--- config.mk ---
export PLATFORM = sky130hd
export DESIGN_NAME = instr_mem_loader
export DESIGN_NICKNAME = d
export VERILOG_FILES = /design/src/rtl/loader_pkg.sv /design/src/rtl/instr_mem_loader_byte_packer.sv /design/src/rtl/instr_mem_loader.sv
export SDC_FILE = /design/constraint.sdc
export NUM_CORES = 1
export LEC_CHECK = 0
export CORE_UTILIZATION = 54
export CTS_BUF_LIST = sky130_fd_sc_hd__clkbuf_4 sky130_fd_sc_hd__clkbuf_8 sky130_fd_sc_hd__clkbuf_16
export DETAILED_ROUTE_END_ITERATION = 10
export PLACE_DENSITY = 0.87
export SETUP_SLACK_MARGIN = 0.3
export SYNTH_ARGS = -nofsm -noshare
export SYNTH_HDL_FRONTEND = slang
export SYNTH_SLANG_ARGS = --single-unit
--- constraint.sdc ---
create_clock -name clk -period 2.25 [get_ports clk]
set_clock_uncertainty 0.15 [all_clocks]
set_input_delay 0.45 -clock clk [delete_from_list [all_inputs] [get_ports clk]]
set_output_delay 0.45 -clock clk [all_outputs]
set_load 0.02 [all_outputs]
--- src/rtl/loader_pkg.sv ---
// loader_pkg: shared states and byte/word geometry for the instruction-memory loader.
package loader_pkg;
  typedef enum logic [2:0] {
    IDLE,
    LEN_LO,
    LEN_HI,
    DATA,
    WRITE,
    DONE,
    ERR
  } state_t;
  localparam int BYTE_WIDTH     = 8;
  localparam int BYTES_PER_WORD = 4;
  localparam int WORD_WIDTH     = BYTE_WIDTH * BYTES_PER_WORD;
  localparam int IDX_WIDTH      = $clog2(BYTES_PER_WORD);
endpackage

--- src/rtl/instr_mem_loader_byte_packer.sv ---
// byte_packer: lane-indexed little-endian word assembly; word already shows the lane being loaded.
module byte_packer
  import loader_pkg::*;
(
  input  logic                  clk,
  input  logic                  rst,
  input  logic                  clear,
  input  logic                  load,
  input  logic [BYTE_WIDTH-1:0] byte_data,
  output logic [WORD_WIDTH-1:0] word,
  output logic                  last_byte
);
  logic [WORD_WIDTH-1:0] r_word;
  logic [IDX_WIDTH-1:0]  r_idx;
  logic [WORD_WIDTH-1:0] w_merged;
  always_comb begin
    w_merged = r_word;
    if (load) w_merged[r_idx*BYTE_WIDTH +: BYTE_WIDTH] = byte_data;
  end
  assign word      = w_merged;
  assign last_byte = r_idx == IDX_WIDTH'(BYTES_PER_WORD - 1);
  // The index wraps to lane 0 naturally after the last lane.
  always_ff @(posedge clk) begin
    if (rst || clear) begin
      r_word <= '0;
      r_idx  <= '0;
    end else if (load) begin
      r_word <= w_merged;
      r_idx  <= r_idx + 1'b1;
    end
  end
endmodule

--- src/rtl/instr_mem_loader.sv ---
// instr_mem_loader: streams a length-prefixed byte image into instruction memory,
// holding the CPU in reset until the whole image is written.
module instr_mem_loader
  import loader_pkg::*;
#(
  parameter int ADDRESS_WIDTH = 16,
  parameter int DATA_WIDTH    = 32,
  parameter int WORD_COUNT    = 256
) (
  input  logic                     clk,
  input  logic                     rst,
  input  logic                     start,
  input  logic                     byte_valid,
  input  logic [7:0]               byte_data,
  output logic                     byte_ready,
  output logic                     mem_we,
  output logic [ADDRESS_WIDTH-1:0] mem_addr,
  output logic [DATA_WIDTH-1:0]    mem_wd,
  output logic                     cpu_rst,
  output logic                     done,
  output logic                     error
);
  localparam logic [16:0] MAX_LEN = 17'(WORD_COUNT);
  state_t                   r_state, w_next;
  logic [7:0]               r_len_lo;
  logic [15:0]              r_words_left;
  logic [ADDRESS_WIDTH-1:0] r_mem_addr;
  logic                     r_mem_we;
  logic [DATA_WIDTH-1:0]    r_mem_wd;
  logic                     w_accept, w_clear, w_last, w_bad_len;
  logic [15:0]              w_len;
  logic [WORD_WIDTH-1:0]    w_word;
  assign byte_ready = r_state inside {LEN_LO, LEN_HI, DATA};
  assign w_accept   = byte_valid && byte_ready;
  assign w_clear    = start && (r_state inside {IDLE, DONE, ERR});
  assign w_len      = {byte_data, r_len_lo};
  assign w_bad_len  = w_len == 16'd0 || {1'b0, w_len} > MAX_LEN;
  byte_packer u_packer (
    .clk       (clk),
    .rst       (rst),
    .clear     (w_clear),
    .load      (w_accept && r_state == DATA),
    .byte_data (byte_data),
    .word      (w_word),
    .last_byte (w_last)
  );
  always_comb begin
    w_next = r_state;
    case (r_state)
      IDLE, DONE, ERR: w_next = start ? LEN_LO : r_state;
      LEN_LO:          w_next = w_accept ? LEN_HI : LEN_LO;
      LEN_HI:          w_next = !w_accept ? LEN_HI : (w_bad_len ? ERR : DATA);
      DATA:            w_next = (w_accept && w_last) ? WRITE : DATA;
      WRITE:           w_next = r_words_left == 16'd1 ? DONE : DATA;
      default:         w_next = IDLE;
    endcase
  end
  // The write strobe is registered on the last byte's accept edge, so it lines up with WRITE.
  always_ff @(posedge clk) begin
    if (rst) begin
      r_state      <= IDLE;
      r_len_lo     <= '0;
      r_words_left <= '0;
      r_mem_addr   <= '0;
      r_mem_we     <= 1'b0;
      r_mem_wd     <= '0;
    end else begin
      r_state  <= w_next;
      r_mem_we <= w_accept && r_state == DATA && w_last;
      if (w_accept && r_state == DATA && w_last) r_mem_wd <= w_word;
      if (w_clear) r_mem_addr <= '0;
      else if (r_state == WRITE) r_mem_addr <= r_mem_addr + ADDRESS_WIDTH'(BYTES_PER_WORD);
      if (w_accept && r_state == LEN_LO) r_len_lo <= byte_data;
      if (w_accept && r_state == LEN_HI) r_words_left <= w_len;
      else if (r_state == WRITE) r_words_left <= r_words_left - 16'd1;
    end
  end
  assign mem_we   = r_mem_we;
  assign mem_addr = r_mem_addr;
  assign mem_wd   = r_mem_wd;
  assign cpu_rst  = r_state != DONE;
  assign done     = r_state == DONE;
  assign error    = r_state == ERR;
endmodule

==> flow_summary.yaml, run 1 <==
outcome:
  status: "finished, final reports clean"
power_and_ir_drop:
  p_sw_share_pct: 26.3
  peakVddDrop_uv: 462
  pwr-share-clk_pct: 37.0
  p_per_area_nw_per_um2: 618
  power_frac_comb_pct: 11.0
  intPower_w: 0.00259
  seqPwrFrac_pct: 52.0
  p_sw_w: 0.000926
  leakagePower_nw: 2.46
sta:
  setup_viol: 0
  period_share_pct: 86.2
  layout_setup_ws_ns: 0.310
  hold_violations: 0
  slew_viol_final: 0
  holdWs_ns: 0.316
  grt_setup_unrepaired: "false"
  fin_tns_setup_ns: 0
  fmax_mhz: 516
  final.min_clock_period_ns: 1.94
clock_network:
  insertion_delay_ns: 0.37
  cts_inserted_buffers: 9
  holdBufCountCts: 0
  cts.sinks: 100
  cts_tree: "done"
  clock_tree.root_cell: "clkbuf_8"
  clockBufferDepth: 2
  clk_pin_slew_ns: 0.10
  cts-htree-levels: 3
worst_setup_path:
  crit_fanout: 8
  cp-end-kind: "register"
  critical_path.top_delay_family: "buffers and inverters"
  timing.rr.end: "mem_wd[7]"
  path_class: "reg2reg"
  critPathBufInv: 2
  critPathSlowestCell: "dfxtp_2"
  worstPathArrival_ns: 2.07
  r2r_slack_ns: 0.31
  worstPathRequired_ns: 2.38
  r2r_cells: 6
  cp-start-kind: "register"
  cpPeakStageDelay_ns: 0.37
  rr_startpoint: "u_packer.r_idx[0]"
  path_cells: "inv_1 -> ha_1 -> nor3b_1 -> buf_4 -> a31oi_1 -> a211oi_1"
routing:
  drt-pass1-iter-count: 6
  vias: 4405
  route.detailed.drc: 0
  drt_wl_total_um: 12900
  routed_via_density: 6.30
  first_iter_violations: 443
  ant_nets: 0
  wl_per_cell_um: 18.5
synthesis:
  yosys_warnings: 0
  synth_ff_type: "dfxtp_1"
  syn_area_per_cell_um2: 8.56
  syn_inst: 524
  synth_top_family_by_area: "simple AND/OR/NAND/NOR gates"
  synth_adder_area_share_pct: 2.23
  async_flop_share_pct: 0
  synth_compound_area_share_pct: 20.2
  synth_simple_gate_area_share_pct: 22.5
  synth.area.mux_share_pct: 1.78
  synth_edf_count: 0
  synth_cell_types: 52
  synth_xor_xnor_area_share_pct: 2.73
  syn_area_um2: 4490
  synth-seq-cells: 100
  synth-seq-area-share_pct: 44.6
placed_design:
  place.gp.congestion: 0.859
  post-place-ws_ns: -0.170
  numPortBuffers: 62
  hpwlAfterDp_um: 8090
  place_area_um2: 5320
worst_hold_path:
  hold_start: "mem_wd[24]"
  worstHoldEndpoint: "mem_wd[24]"
  min_path_type: "reg2reg"
  holdPathStages: 2
cells_and_area:
  postLayoutCellArea_um2: 5690
  fin_util_pct: 72.2
  ff_latch_area_um2: 2010
  antennaDiodeCount: 0
  fillers: 573
  multi_input_area_um2: 2310
  final_layout_size_suffix_gt1_share_pct: 14.6
  area.growth.synth_to_final_pct: 26.9
  fin_nets: 612
die:
  num_rows: 32
  core_area_um2: 7890
  fp.dieW_um: 93.2
  die_h_um: 93.2
  die-area_um2: 8680
  initial_utilization_pct: 56.9
  io-pin-count: 65
global_route:
  busiest_layer: "met2"
  grt_first_pass_wirelength_um: 19300
  grtUsageTotal_pct: 28.3
  grt_util_met3_pct: 5.28
  grt_overflow: 0
  grt_max_degree: 32
  antenna_found_initial: 0
  grt.met1_usage_pct: 36.5
  grt_use_met2_pct: 46.7
  grt_pass1_vias: 4008
run:
  max-cap-violations: 0
==> power by group through the flow <==
stage	clock (W)	sequential, W	combinational, W
6_report	0.00130	0.00183	0.000388
5_1_grt	0.00140	0.00183	0.000412
4_1_cts	0.00131	0.00183	0.000354
3_5_place_dp	0	0.00187	0.000350
3_3_place_gp	0	0.00186	0.000341
2_1_floorplan	0	0.00185	0.000229
==> registers in the layout, indices dropped and copies added, names as in the netlist <==
register         cells
r_state              3
r_len_lo             8
r_words_left        16
u_packer.r_idx       2
mem_addr            14
u_packer.r_word     24
mem_we               1
mem_wd              32
==> worst max-delay path by stage <==
stage | slack, ns | to | cells after the start | start
2_1_floorplan | 0.21 | mem_wd[5] | 5 | u_packer.r_idx[0]
3_3_place_gp | -0.08 | mem_wd[20] | 5 | byte_valid
3_5_place_dp | -0.17 | mem_wd[19] | 5 | byte_valid
4_1_cts | 0.22 | byte_ready | 3 | r_state[0]
5_1_grt | 0.22 | mem_wd[0] | 6 | r_state[1]
6_report | 0.31 | mem_wd[7] | 6 | u_packer.r_idx[0]
==> synthesized netlist by cell type (7+ instances only) <==
library cell  number  share of area [%]
nor3b_1            7                1.2
a21oi_1           24                2.7
o21ai_0            8               0.89
a31oi_1           30                4.2
nor4_1             7               0.98
ha_1               8                2.2
nand3_1           11                1.2
buf_2             23                2.6
nand4_1           14                2.0
mux2i_1            8                1.8
a211oi_1          24                4.0
xnor2_1           10                2.0
dfxtp_1          100                 45
nand2_1           37                3.1
clkbuf_1          15                1.3
nor2_1            87                7.3
a21boi_0          24                4.0
inv_1             12                1.0
==> per-layer routing <==
layer | part of all wire (%) | wire, um
met4 | 3.2 | 420
met2 | 48 | 6270
met3 | 7.5 | 973
met1 | 41 | 5270
met5 | 0 | 0
==> worst reg2reg max path: cells and delay by family (launching register included) <==
family / cells / cell delay, ns
adder cells (fa/ha/maj): 1 / 0.28
flip-flops: 1 / 0.37
AO/OA/AOI/OAI: 2 / 0.37
AND/OR/NAND/NOR: 1 / 0.27
buffers and inverters: 2 / 0.42
==> layout make-up <==
cell class	count	area share (%)
Timing Repair Buffer	101	17.1
Tap cell	102	2.24
Multi-Input combinational cell	368	40.5
Inverter	12	0.791
Sequential cell	100	35.3
Clock inverter	7	1.82
Clock buffer	9	2.18
==> cells by family after synthesis <==
group	after synthesis
flip-flops	100
buffers and inverters	57
adder cells (fa/ha/maj)	8
XOR/XNOR	14
AO/OA/AOI/OAI	134
AND/OR/NAND/NOR	202
other	1
multiplexers	8
==> stage by stage <==
stage | instances | power, W
finish | 699 | 0.00352
detailed placement | 678 | 0.00222
floorplan | 525 | 0.00208
global route | 699 | 0.00365
CTS | 694 | 0.00349
global placement | 678 | 0.00221
==> repair_timing <==
action,in CTS,in global routing
pin swaps,0,2
cloned,0,1
buffers inserted,0,4
gates resized for setup,37,43
endpoints found under the setup margin,60,71
==> placed cells by master, fill, tap and decap left out, types with 4 or more instances in the layout <==
cell type and instances:
dfxtp_1 95, nor2_1 86, nand2_1 37, buf_4 34, a31oi_1 30, dlymetal6s2s_1 26, a21boi_0 24, a21oi_1 24
a211oi_1 23, dlygate4sd2_1 17, nand4_1 14, clkdlybuf4s50_1 14, inv_1 11, nand3_1 11, xnor2_1 10, clkbuf_8 9
o21ai_0 8, mux2i_1 8, nor3b_1 7, nor4_1 6, ha_1 6, a22oi_1 5, nor3_1 5, a32oi_1 4
xor2_1 4, dfxtp_2 4
Power figures use the tool's default switching activity.
==> run 2, diff against run 1 <==
CORE_UTILIZATION = 58   (was 54)
PLACE_DENSITY = 0.92   (was 0.87)
clock period = 2.35 ns   (was 2.25 ns; I/O delays follow)
==> flow_summary.yaml, run 2 (synthesized netlist as in run 1, its figures left out) <==
outcome:
  status: "finished, final reports clean"
sta:
  grt_setup_unrepaired: "false"
  period_share_pct: 85.9
  fin_tns_setup_ns: 0
  final.min_clock_period_ns: 2.02
  fmax_mhz: 495
  slew_viol_final: 0
  hold_violations: 0
  holdWs_ns: 0.317
  worstMarginPinSlew_ns: 0.606
  slew_headroom_pct: 59.2
  setup_viol: 0
worst_setup_path:
  cp-start-kind: "register"
  path_cells: "buf_4 -> nor2_2 -> clkdlybuf4s15_2"
  critPathSlowestCell: "dfxtp_2"
  critPathLaunch: "r_state[2]"
  path_class: "reg2out"
  cp-end-kind: "output port"
  r2r_cells: 5
  worstPathRequired_ns: 1.73
  crit_fanout: 11
  rr_startpoint: "r_state[1]"
  worstPathArrival_ns: 1.40
  cpPeakStageDelay_ns: 0.39
placed_design:
  place.gp.congestion: 0.842
  numPortBuffers: 62
  hpwlAfterDp_um: 8070
die:
  io-pin-count: 65
  die_h_um: 90.0
  core_area_um2: 7370
  die-area_um2: 8090
  initial_utilization_pct: 60.9
  fp.dieW_um: 90.0
  num_rows: 31
global_route:
  grtUsageTotal_pct: 29.5
  grt_max_degree: 47
  grt_overflow: 0
  grt_pass1_vias: 4075
  grt_first_pass_wirelength_um: 19500
  antenna_found_initial: 0
routing:
  routed_via_density: 6.31
  drt-pass1-iter-count: 8
  ant_nets: 0
  vias: 4374
  drt_wl_total_um: 12000
  wl_per_cell_um: 17.3
  route.detailed.drc: 0
  first_iter_violations: 464
power_and_ir_drop:
  p_per_area_nw_per_um2: 595
  leakagePower_nw: 1.97
  peakVddDrop_uv: 519
cells_and_area:
  antennaDiodeCount: 0
  fin_nets: 609
  fillers: 476
  area.growth.synth_to_final_pct: 24.8
  fin_util_pct: 76.0
  final_cell_mix: "96 x dfxtp_1, 86 x nor2_1, 46 x clkdlybuf4s50_1"
  layout_commonest_cell: "dfxtp_1"
  largest_reg_flops: 32
  final_layout_size_suffix_gt1_share_pct: 12.8
clock_network:
  cts.sinks: 100
  cts_tree: "done"
  insertion_delay_ns: 0.37
  clk_pin_slew_ns: 0.09
  clock_tree.root_cell: "clkbuf_8"
  clockBufferDepth: 2
  cts-htree-levels: 3
  holdBufCountCts: 0
  cts_inserted_buffers: 9
worst_hold_path:
  min_path_type: "reg2reg"
  holdPathStages: 2
  hold_start: "mem_wd[25]"
run:
  max-cap-violations: 0
## run 2: cell count changes in the layout (fill, tap and decap cells not counted), moves of 2 or more
cell and change:
dlymetal6s2s_1 -22, buf_2 -2, clkdlybuf4s50_1 +32, dlygate4sd2_1 -9, and2_1 +2
## run 2: critical path, delay by kind of cell, from the launching register on
kind                   cells  cell delay [ns]
buffers and inverters      2             0.46
DFF                        1             0.39
and+or+nand+nor            1             0.19
## run 2: final cells by class
cell class / instances / area, um^2 / area share (%)
Timing Repair Buffer: 98 / 916 / 16.4
Sequential cell: 100 / 2010 / 35.9
Inverter: 12 / 45.0 / 0.804
Clock inverter: 5 / 83.8 / 1.50
Multi-Input combinational cell: 368 / 2280 / 40.6
Tap cell: 99 / 124 / 2.21
Clock buffer: 11 / 145 / 2.59
## run 2: per-layer routing
| layer | routed length, um | vias to the layer above | share of wire, % | GRT usage, % |
|---|---|---|---|---|
| met5 | 0 | - | 0 | 0 |
| met1 | 4800 | 2102 | 40 | 36.9 |
| met2 | 5840 | 230 | 49 | 49.4 |
| met4 | 357 | 0 | 3.0 | 11.7 |
| met3 | 983 | 43 | 8.2 | 6.60 |
| li1 | - | 1999 | - | - |
## run 2: final timing paths
check,to,slack (ns)
setup / recovery,byte_ready,0.33
hold / removal,mem_wd[25],0.32
setup reg to reg,r_words_left[10],0.36
hold reg to reg,mem_wd[25],0.32
## run 2: power by group
group          leakage, nW  switching, W  internal, W  total, W
clock network        0.110      0.000592     0.000645   0.00124
logic                 1.06      0.000209     0.000133  0.000342
registers            0.809     0.0000327      0.00172   0.00175
## run 2: through the flow
step                total power [W]  area (um^2)  setup WS, ns  std cells
CTS                         0.00332         5520         0.226        689
global placement            0.00210         5290        0.0345        673
global route                0.00344         5600         0.305        693
floorplan                   0.00199         4490         0.311        525
finish                      0.00333         5600         0.331        693
detailed placement          0.00211         5290       -0.0649        673
## run 2: repair_timing
item | CTS | global route
pin swaps | 0 | 1
gates resized for setup | 19 | 16
setup buffers | 0 | 3
endpoints found under the setup margin | 18 | 36
cloned | 0 | 1
==> run 3, diff against run 2 <==
CORE_MARGIN = 4   (was unset)
==> flow_summary.yaml, run 3 (synthesized netlist as in run 1, its figures left out) <==
routing:
  ant_nets: 0
  wl_per_cell_um: 17.6
  drt_wl_total_um: 12200
  routed_via_density: 6.19
  vias: 4279
  route.detailed.drc: 0
  first_iter_violations: 326
  drt-pass1-iter-count: 6
cells_and_area:
  fin_util_pct: 75.5
  final_cell_mix: "97 x dfxtp_1, 87 x nor2_1, 46 x clkdlybuf4s50_1"
  final_layout_size_suffix_gt1_share_pct: 12.5
  area.growth.synth_to_final_pct: 24.0
  antennaDiodeCount: 0
  postLayoutCellArea_um2: 5560
  largest_reg_flops: 32
  fillers: 495
  stdcell_count: 691
  layout_commonest_cell: "dfxtp_1"
  fin_nets: 607
power_and_ir_drop:
  p_sw_share_pct: 26.9
  intPower_w: 0.00240
  p_sw_w: 0.000882
  pwr-share-clk_pct: 36.1
  leakagePower_nw: 1.96
  p_per_area_nw_per_um2: 589
  peakVddDrop_uv: 347
  seqPwrFrac_pct: 53.4
  fin_total_pwr_w: 0.00328
  power_frac_comb_pct: 10.5
sta:
  fin_tns_setup_ns: 0
  slew_viol_final: 0
  hold_violations: 0
  setup_viol: 0
  period_share_pct: 85.6
  final.min_clock_period_ns: 2.01
  worstMarginPinSlew_ns: 0.566
  slew_headroom_pct: 62.1
  grt_setup_unrepaired: "true"
  fmax_mhz: 497
global_route:
  grt_overflow: 0
  antenna_found_initial: 0
  grt_first_pass_wirelength_um: 19400
  grtUsageTotal_pct: 27.2
  grt_pass1_vias: 4043
  grt_max_degree: 41
clock_network:
  holdBufCountCts: 0
  cts_inserted_buffers: 9
  cts-htree-levels: 3
  cts_tree: "done"
  clock_tree.root_cell: "clkbuf_8"
  clk_pin_slew_ns: 0.11
  insertion_delay_ns: 0.37
  cts.sinks: 100
  clockBufferDepth: 2
die:
  num_rows: 31
  core_area_um2: 7370
  fp.dieW_um: 96.0
  die-area_um2: 9210
  die_h_um: 96.0
  io-pin-count: 65
  initial_utilization_pct: 60.9
worst_setup_path:
  cp-start-kind: "register"
  path_class: "reg2out"
  cp-end-kind: "output port"
  worstPathRequired_ns: 1.73
  critPathBufInv: 1
  critical_path.top_delay_family: "buffers and inverters"
  critPathSlowestCell: "clkdlybuf4s50_1"
  path_cells: "clkdlybuf4s50_1"
  worstPathArrival_ns: 1.39
  cpPeakStageDelay_ns: 0.63
  crit_fanout: 3
outcome:
  status: "finished, final reports clean"
placed_design:
  place.gp.congestion: 0.882
  numPortBuffers: 62
  dp.cells: 675
  place_area_um2: 5300
  hpwlAfterDp_um: 8370
worst_hold_path:
  min_path_type: "reg2reg"
run:
  max-cap-violations: 0
[run 3: tightest hold or removal path, stage by stage, from the launching register on]
cell,delay (ns)
dfxtp_1,0.33
nand2_1,0.05
a21oi_1,0.06
[run 3: final timing paths]
check,cells after the start,to,slack (ns),startpoint
worst max-delay path,1,mem_addr[10],0.34,mem_addr[10]
worst max register to register,6,mem_wd[3],0.37,r_state[2]
worst min-delay path,2,mem_wd[24],0.32,mem_wd[24]
worst min register to register,2,mem_wd[24],0.32,mem_wd[24]
[run 3: layer usage]
metal | vias to the layer above | global-route usage (%) | wire (um) | part of all wire [%]
li1 | 1999 | - | - | -
met3 | 32 | 4.22 | 912 | 7.5
met2 | 210 | 47.5 | 6140 | 50
met1 | 2038 | 33.7 | 4820 | 40
met5 | - | 0 | 0 | 0
met4 | 0 | 10.3 | 298 | 2.4
[run 3: power groups by stage]
| stage | Sequential (W) | Combinational (W) | Clock [W] |
|---|---|---|---|
| finish | 0.00175 | 0.000345 | 0.00118 |
| floorplan | 0.00177 | 0.000220 | 0 |
| global placement | 0.00178 | 0.000320 | 0 |
| detailed placement | 0.00179 | 0.000332 | 0 |
| global route | 0.00175 | 0.000370 | 0.00126 |
| CTS | 0.00175 | 0.000332 | 0.00119 |
[run 3: layout make-up]
| class | count | area (um^2) | share of cell area [%] |
|---|---|---|---|
| multi-input cells | 368 | 2290 | 41.2 |
| flip-flops and latches | 100 | 2010 | 36.1 |
| repair buffers | 96 | 880 | 15.8 |
| clock buffers | 10 | 138 | 2.47 |
| well taps | 99 | 124 | 2.23 |
| clock inverters | 6 | 78.8 | 1.42 |
| inverters | 12 | 45.0 | 0.810 |
[run 3: through the flow]
step	setup slack [ns]	hold slack, ns
after floorplan	0.311	0.304
after global routing	0.241	0.350
after global placement	0.0839	0.299
final	0.339	0.318
after CTS	0.249	0.321
after detailed placement	0.00223	0.305
[run 3: repair_timing]
| action | 4_1_cts | 5_1_grt |
|---|---|---|
| endpoints found under the setup margin | 12 | 19 |
| buffers inserted | 0 | 0 |
| resized for setup | 17 | 16 |
